`config.mk`:
```
export PLATFORM = sky130hd
export DESIGN_NAME = if_fetch_unit_flat
export DESIGN_NICKNAME = d
export VERILOG_FILES = /design/src/rtl/if_fetch_unit_if.sv /design/src/rtl/if_fetch_unit.sv /design/src/flat_wrapper.sv
export SDC_FILE = /design/constraint.sdc
export NUM_CORES = 1
export LEC_CHECK = 0
export BUFFER_PORTS_ARGS = -buffer_cell sky130_fd_sc_hd__clkbuf_2
export CORE_MARGIN = 1
export CORE_UTILIZATION = 50
export DETAILED_ROUTE_END_ITERATION = 7
export PLACE_DENSITY = 0.8
export SYNTH_ARGS = -nofsm -noshare
export SYNTH_HDL_FRONTEND = slang
export SYNTH_SLANG_ARGS = --single-unit
```
`constraint.sdc`:
```
create_clock -name clk -period 4 [get_ports clk]
set_input_delay 0.8 -clock clk [delete_from_list [all_inputs] [get_ports clk]]
set_output_delay 0.8 -clock clk [all_outputs]
set_load 0.05 [all_outputs]
```
`src/rtl/if_fetch_unit_if.sv`:
```
// ---------------------------------------------------------------------------
// if_fetch_unit_if
// Bundles the fetch unit's control, instruction-memory and IF/ID signals.
//   slave  modport : the fetch unit (takes controls and imem_data, drives the rest)
//   master modport : the surrounding pipeline (hazard unit, ID stage, imem)
// Signals:
//   le_pc, le_ifid, flush      hazard/control-path enables and squash
//   branch_taken, branch_target ID-stage redirect request
//   imem_data / imem_addr      combinational instruction memory read
//   pc_out, npc_out            PC/nPC register pair
//   if_id_instr/pc/valid       IF/ID pipeline register contents
//   fetch_count                saturating count of IF/ID loads
// ---------------------------------------------------------------------------
interface if_fetch_unit_if #(
  parameter int ADDR_W = 9
);
  logic              le_pc;
  logic              le_ifid;
  logic              flush;
  logic              branch_taken;
  logic [31:0]       branch_target;
  logic [31:0]       imem_data;
  logic [ADDR_W-1:0] imem_addr;
  logic [31:0]       pc_out;
  logic [31:0]       npc_out;
  logic [31:0]       if_id_instr;
  logic [31:0]       if_id_pc;
  logic              if_id_valid;
  logic [15:0]       fetch_count;

  modport slave (
    input  le_pc, le_ifid, flush, branch_taken, branch_target, imem_data,
    output imem_addr, pc_out, npc_out, if_id_instr, if_id_pc, if_id_valid,
           fetch_count
  );

  modport master (
    output le_pc, le_ifid, flush, branch_taken, branch_target, imem_data,
    input  imem_addr, pc_out, npc_out, if_id_instr, if_id_pc, if_id_valid,
           fetch_count
  );
endinterface

```
`src/rtl/if_fetch_unit.sv`:
```
// ---------------------------------------------------------------------------
// if_fetch_unit
// MIPS instruction-fetch front end: PC/nPC pair, instruction memory address,
// and the IF/ID pipeline register. Taken branches redirect with one delay
// slot (the word at the old PC is latched on the redirect edge).
// Ports:
//   clk    rising-edge clock
//   reset  synchronous, active-high; overrides every other input
//   bus    if_fetch_unit_if.slave (see interface header for signal list)
// ---------------------------------------------------------------------------
module if_fetch_unit #(
  parameter logic [31:0] RESET_PC = 32'h0000_0000,
  parameter int          ADDR_W   = 9
) (
  input  logic          clk,
  input  logic          reset,
  if_fetch_unit_if.slave bus
);

  logic [31:0] pc_q,    pc_d;
  logic [31:0] npc_q,   npc_d;
  logic [31:0] instr_q, instr_d;
  logic [31:0] ifpc_q,  ifpc_d;
  logic        valid_q, valid_d;
  logic [15:0] count_q, count_d;

  logic [31:0] target_aligned;
  logic        load_ifid;

  // Word-align the redirect target; the low two bits are never meaningful.
  assign target_aligned = {bus.branch_target[31:2], 2'b00};
  assign load_ifid      = bus.le_ifid && !bus.flush;

  // NOTE: every always_comb output gets a default before any branch, so no
  // path leaves a value unassigned and no latch is inferred.
  always_comb begin
    pc_d    = pc_q;
    npc_d   = npc_q;
    instr_d = instr_q;
    ifpc_d  = ifpc_q;
    valid_d = valid_q;
    count_d = count_q;

    // While stalled (le_pc=0) the branch stays in ID, so branch_taken is ignored.
    if (bus.le_pc) begin
      if (bus.branch_taken) begin
        pc_d  = target_aligned;
        npc_d = target_aligned + 32'd4;
      end else begin
        pc_d  = npc_q;
        npc_d = npc_q + 32'd4;
      end
    end

    // Squash beats load; the old PC's word is the delay slot on a redirect.
    if (bus.flush) begin
      instr_d = 32'h0;
      ifpc_d  = 32'h0;
      valid_d = 1'b0;
    end else if (bus.le_ifid) begin
      instr_d = bus.imem_data;
      ifpc_d  = pc_q;
      valid_d = 1'b1;
    end

    if (load_ifid && count_q != 16'hFFFF) begin
      count_d = count_q + 16'd1;
    end
  end

  // NOTE: state registers use non-blocking assignments so all flops sample
  // their inputs before any of them change on the same edge.
  always_ff @(posedge clk) begin
    if (reset) begin
      pc_q    <= RESET_PC;
      npc_q   <= RESET_PC + 32'd4;
      instr_q <= 32'h0;
      ifpc_q  <= 32'h0;
      valid_q <= 1'b0;
      count_q <= 16'h0;
    end else begin
      pc_q    <= pc_d;
      npc_q   <= npc_d;
      instr_q <= instr_d;
      ifpc_q  <= ifpc_d;
      valid_q <= valid_d;
      count_q <= count_d;
    end
  end

  assign bus.imem_addr   = pc_q[ADDR_W-1:0];
  assign bus.pc_out      = pc_q;
  assign bus.npc_out     = npc_q;
  assign bus.if_id_instr = instr_q;
  assign bus.if_id_pc    = ifpc_q;
  assign bus.if_id_valid = valid_q;
  assign bus.fetch_count = count_q;

  // Target bits [1:0] are intentionally discarded by the alignment above.
  logic unused_target_lsbs;
  assign unused_target_lsbs = &{1'b0, bus.branch_target[1:0]};

endmodule
```
`src/flat_wrapper.sv`:
```
// flat-port wrapper written by rule: the top's interface ports become plain ports
module if_fetch_unit_flat 
#(
  parameter logic [31:0] RESET_PC = 32'h0000_0000,
  parameter int          ADDR_W   = 9
)
  (clk, reset, bus_le_pc, bus_le_ifid, bus_flush, bus_branch_taken, bus_branch_target, bus_imem_data, bus_imem_addr, bus_pc_out, bus_npc_out, bus_if_id_instr, bus_if_id_pc, bus_if_id_valid, bus_fetch_count);
  if_fetch_unit_if #(.ADDR_W(ADDR_W)) bus_i ();
  input  logic clk;
  input  logic reset;
  input wire logic [$bits(bus_i.le_pc)-1:0] bus_le_pc;
  input wire logic [$bits(bus_i.le_ifid)-1:0] bus_le_ifid;
  input wire logic [$bits(bus_i.flush)-1:0] bus_flush;
  input wire logic [$bits(bus_i.branch_taken)-1:0] bus_branch_taken;
  input wire logic [$bits(bus_i.branch_target)-1:0] bus_branch_target;
  input wire logic [$bits(bus_i.imem_data)-1:0] bus_imem_data;
  output wire logic [$bits(bus_i.imem_addr)-1:0] bus_imem_addr;
  output wire logic [$bits(bus_i.pc_out)-1:0] bus_pc_out;
  output wire logic [$bits(bus_i.npc_out)-1:0] bus_npc_out;
  output wire logic [$bits(bus_i.if_id_instr)-1:0] bus_if_id_instr;
  output wire logic [$bits(bus_i.if_id_pc)-1:0] bus_if_id_pc;
  output wire logic [$bits(bus_i.if_id_valid)-1:0] bus_if_id_valid;
  output wire logic [$bits(bus_i.fetch_count)-1:0] bus_fetch_count;
  assign bus_i.le_pc = bus_le_pc;
  assign bus_i.le_ifid = bus_le_ifid;
  assign bus_i.flush = bus_flush;
  assign bus_i.branch_taken = bus_branch_taken;
  assign bus_i.branch_target = bus_branch_target;
  assign bus_i.imem_data = bus_imem_data;
  assign bus_imem_addr = bus_i.imem_addr;
  assign bus_pc_out = bus_i.pc_out;
  assign bus_npc_out = bus_i.npc_out;
  assign bus_if_id_instr = bus_i.if_id_instr;
  assign bus_if_id_pc = bus_i.if_id_pc;
  assign bus_if_id_valid = bus_i.if_id_valid;
  assign bus_fetch_count = bus_i.fetch_count;
  if_fetch_unit #(.RESET_PC(RESET_PC), .ADDR_W(ADDR_W)) u_core (.clk(clk), .reset(reset), .bus(bus_i));
endmodule
```
# Word-level counts from Yosys, hierarchy flattened
# Index checks and enable logic that the tools add are counted.
# word_totals
elab_cells	16
output_inout_bits	154
input_bits	70
regBits	145
# classes
reduce_logical	4
add_sub_neg	3
eq_ne	1
muxes	2
# op_table
operator	n
$add A32 B3 Y32 const B	2
$mux W32	2
$add A16 B1 Y16 const B	1
$ne A16 B16 Y1 const B	1
$logic_and A1 B1 Y1	2
$reduce_or A2 Y1	1
$logic_not A1 Y1	1

# Logic depth before layout (Yosys ltp)
# logic_depth
depth_word	3
mapped_depth	16
depth_no_buf	9

# Least setup slack after synthesis
# OpenSTA, ideal clock, no wires.
# synth_timing
kind	input port to flip-flop
start	input port bus_branch_taken
end	register u_core.npc_q[20] (netlist: u_core.bus.npc_out[20])
t_required_ps	3872
setup_ps	128
t_arrival_ps	3464
setup_slack_ps	409
n_path_buf	7
path_stages	15
cell_sequence	buf_4 -> buf_4 -> buf_2 -> buf_2 -> buf_2 -> o21ai_0 -> ha_1 -> buf_4 -> nand4b_1 -> a22oi_1 -> and4b_1 -> buf_2 -> mux2_2 -> a221oi_1 -> nor2_1
# synth_between
elab_chain_len	1
# synth_rtl
item	line_no	rtl
start, declared	flat_wrapper.sv:14	input wire logic [$bits(bus_i.branch_taken)-1:0] bus_branch_taken;
$mux W32	if_fetch_unit.sv:46	if (bus.branch_taken) begin
end signal, assigned	if_fetch_unit.sv:76	npc_q <= RESET_PC + 32'd4;
end signal, assigned	if_fetch_unit.sv:83	npc_q <= npc_d;
end, declared	if_fetch_unit.sv:21	logic [31:0] npc_q, npc_d;
# Every way passes these cells.
# A chain may end at the register's enable or synchronous reset.

# Final worst setup path
# layout_timing
start	input port bus_branch_taken
end	register u_core.npc_q[22] (netlist: u_core.bus.npc_out[22])
# The elaborated chain is that of the path after synthesis.

==> summary.md <==
| Metric | Value |
|---|---|
| Status | complete, no violations |
| Finished Core Util | 63.4% |
| TritonCTS buffer count | 17 |
| Drt pass-1 iters | 5 |
| Routed len/inst | approximately 15 um |
| Cts hold-fix bufs | 0 |
| Yosys warns | 0 |
| Seq cells post-synth | 139 |
| First-pass GRT wire length | 28200 um |
| Setup bufs post-CTS | 0 |
| Root buffer cell | clkbuf_16 |
| Slowest-stage cell, CP | a221oi_4 |
| GRT overflow | 0 |
| R2R depth | 9 |
| CP endpoint kind | register |
| Post-synthesis cell type count | 65 |
| Maximum VDD drop | 0.000269 V |
| Crit start category | primary input |
| Layout cells sized above 1 | between 20 and 30% |
| Largest net degree at the start of global routing | about 100 |
| Initial Util | 51.1% |
| Fillers | about 1200 |
| Endpoints failing setup | 0 |
| Period Utilization, post-route | ~73% |
| IO Pins | 224 |
| Reg2Reg Setup Slack | 1180 ps |
| Placer Congestion | around 0.87 |
| Max Slew Vio Count | 0 |
| Hold path endpoint | u_core.bus.pc_out[30]$_SDFFE_PP0P_ |
| Most frequent cells in the layout | 211 x clkbuf_2, 141 x nor2_1, 139 x dfxtp_1 |
| Number of global-route vias before repair | roughly 5500 |
| Residual DRC | 0 |
| Worst-path fanout max | 13 |
| Async S/R FF share, synth | 0% |
| Antenna cells | 0 |
| DIE AREA | 0.0140 sq mm |
| Post-synth EDFFs | 0 |
| Dpl cells | 1108 |
| Hold path depth | 1 |
| Routed vias/inst | ~5.5 |
| Min Tclk post-route | 2920 ps |
| Port Buffer Count | 213 |
| Syn-to-layout area delta | 24.1% |
| WL final | 17500 um |
| Clock slew at reported path FFs | 60 ps |
| H-tree level count | 4 |
| Die width | 118 um |
| WS Path Type | primary input to register |
| Largest stage delay, worst path | approximately 550 ps |
| Mean area per synthesized cell | approximately 8.8 sq um |
| Total global routing track utilization | 25.2% |
| Setup TNS | 0 ps |
| Total chip power | 3630 uW |
| Worst Hold Class | register to register |
| Fmax | approximately 340 MHz |
| Post-synthesis sequential area ratio | 41.1% |
| Critical Path, Cell by Cell | buf_4 -> o21ai_0 -> ha_1 -> nand4b_1 -> a221oi_4 -> nand4b_4 -> nor3_1 -> o21ai_1 -> a32o_1 |
| Clk_lat worst skew | 420 ps |
| # rows | between 40 and 50 |
| Routed Antenna Nets | 0 |
| Fin cells | 1140 |
| Sink Count | around 140 |
| MaxCap Viol Count | 0 |
| 1st-iter DRT viols | 602 |
| Max Root-Sink Buffers | 2 |
| Worst slew pin tran | between 1000 and 1500 ps |
| Core area | ~0.013 sq mm |
| Antenna violations before repair | 0 |
| Max_slew headroom | 23.3% |
| Commonest non-fill, non-tap cell in the layout | clkbuf_2 |
| Total number of vias | 6297 |
| Resized cells post-CTS | 0 |
| RSZ-0062 raised after global routing | false |
| Cells after synthesis | approximately 770 |
| Ys flop type | dfxtp_1 |
| Hold Fails Final Rpt | 0 |
| Post-Route Skew | slightly below 7 ps |
| Leak | around 0.0039 uW |
| Worst EP required | approximately 4300 ps |
| Post-DP HPWL | 12700 um |
| CTS tree | yes |
| Worst R2R Start | u_core.bus.npc_out[2]$_SDFFE_PP1P_ |
| PD cells | 433 mW/mm^2 |
| Nets | 1023 |
| Mapped Area | 0.00677 sq mm |
| Reg2reg end | u_core.bus.npc_out[22]$_SDFFE_PP0P_ |
| Hold path startpoint | u_core.bus.pc_out[30]$_SDFFE_PP0P_ |
| Die Span Y | 118 um |
| WP data arrival | 3230 ps |
how the worst max path moves through the flow:
stage                     cells after the start                             endpoint             start  slack [ps]
final                                         9  u_core.bus.npc_out[22]$_SDFFE_PP0P_  bus_branch_taken        1080
after global routing                          9  u_core.bus.npc_out[20]$_SDFFE_PP0P_  bus_branch_taken         920
after CTS                                     9  u_core.bus.npc_out[22]$_SDFFE_PP0P_  bus_branch_taken        1130
after detailed placement                      9  u_core.bus.npc_out[20]$_SDFFE_PP0P_  bus_branch_taken         690
after global placement                        9  u_core.bus.npc_out[20]$_SDFFE_PP0P_  bus_branch_taken         730
after floorplan                              15  u_core.bus.npc_out[20]$_SDFFE_PP0P_  bus_branch_taken         410
per-layer routing:
metal	routed length, um	GRT usage [%]	vias to the layer above
met2	8070	39.1	226
met1	8080	33.3	2973
met4	416	11.8	0
met5	0	0	-
met3	945	5.50	33
li1	-	-	3065
kinds of logic (layout without fill, tap and decap cells):
group                      after synthesis  after routing  share of synthesized area [%]
and+or+nand+nor                        306            306                           22.1
DFF                                    139            139                           41.1
AOI/OAI and AO/OA                      124            124                           13.0
muxes                                   95             95                           14.2
buffers and inverters                   71            260                           5.25
xor gates and xnor gates                30             30                           3.88
adders and majority gates                2              2                          0.370
other                                    1              8                         0.0554
where the power goes:
group          leakage, uW  switching [uW]  internal, uW
registers          0.00114            56.6          1440
clock network     0.000280             610           919
logic              0.00245             440           168
total              0.00387            1110          2530
cells in the mapped netlist (5+ instances only):
cell	n	share of area, %
a22oi_1	8	0.89
buf_2	8	0.59
a31oi_1	8	0.74
nor3_1	14	1.0
a21oi_1	20	1.5
o21ai_0	27	2.0
mux2i_1	91	13
xnor2_1	11	1.4
a211oi_1	22	2.4
buf_1	5	0.28
nor2_1	141	7.8
or3_1	5	0.46
xor2_1	19	2.5
inv_1	6	0.33
dfxtp_1	139	41
and3_1	11	1.0
nand3_1	25	1.8
clkbuf_1	30	1.7
nand4_1	10	0.92
nand3b_1	13	1.4
nand2_1	55	3.1
buf_4	19	2.1
critical path: cells and delay by family:
kind | cells | cell delay (ps)
AOI/OAI and AO/OA | 4 | 1180
and+or+nand+nor | 3 | 690
adders and majority gates | 1 | 380
buffers and inverters | 1 | 170
flip-flops by register name (all words and copies together) (netlist names):
register                cells
u_core.bus.if_id_instr     32
u_core.bus.if_id_pc        30
u_core.bus.npc_out         30
u_core.bus.pc_out          30
u_core.bus.fetch_count     16
u_core.bus.if_id_valid      1
stage by stage:
stage	hold slack, ps	worst slack, ps	cell area, sq um
floorplan	691	409	6790
global placement	445	728	7820
detailed placement	477	692	7820
CTS	490	1130	8400
global route	507	920	8400
finish	484	1080	8400
final cells by class:
| class | instances | area [sq um] | share of cell area (%) |
|---|---|---|---|
| inverters | 8 | 30.0 | 0.357 |
| clock buffers | 18 | 429 | 5.11 |
| repair buffers | 220 | 1140 | 13.5 |
| multi-input cells | 565 | 3650 | 43.5 |
| well taps | 176 | 220 | 2.62 |
| flip-flops and latches | 139 | 2780 | 33.1 |
| clock inverters | 14 | 148 | 1.76 |
Power figures use the tool's default switching activity.
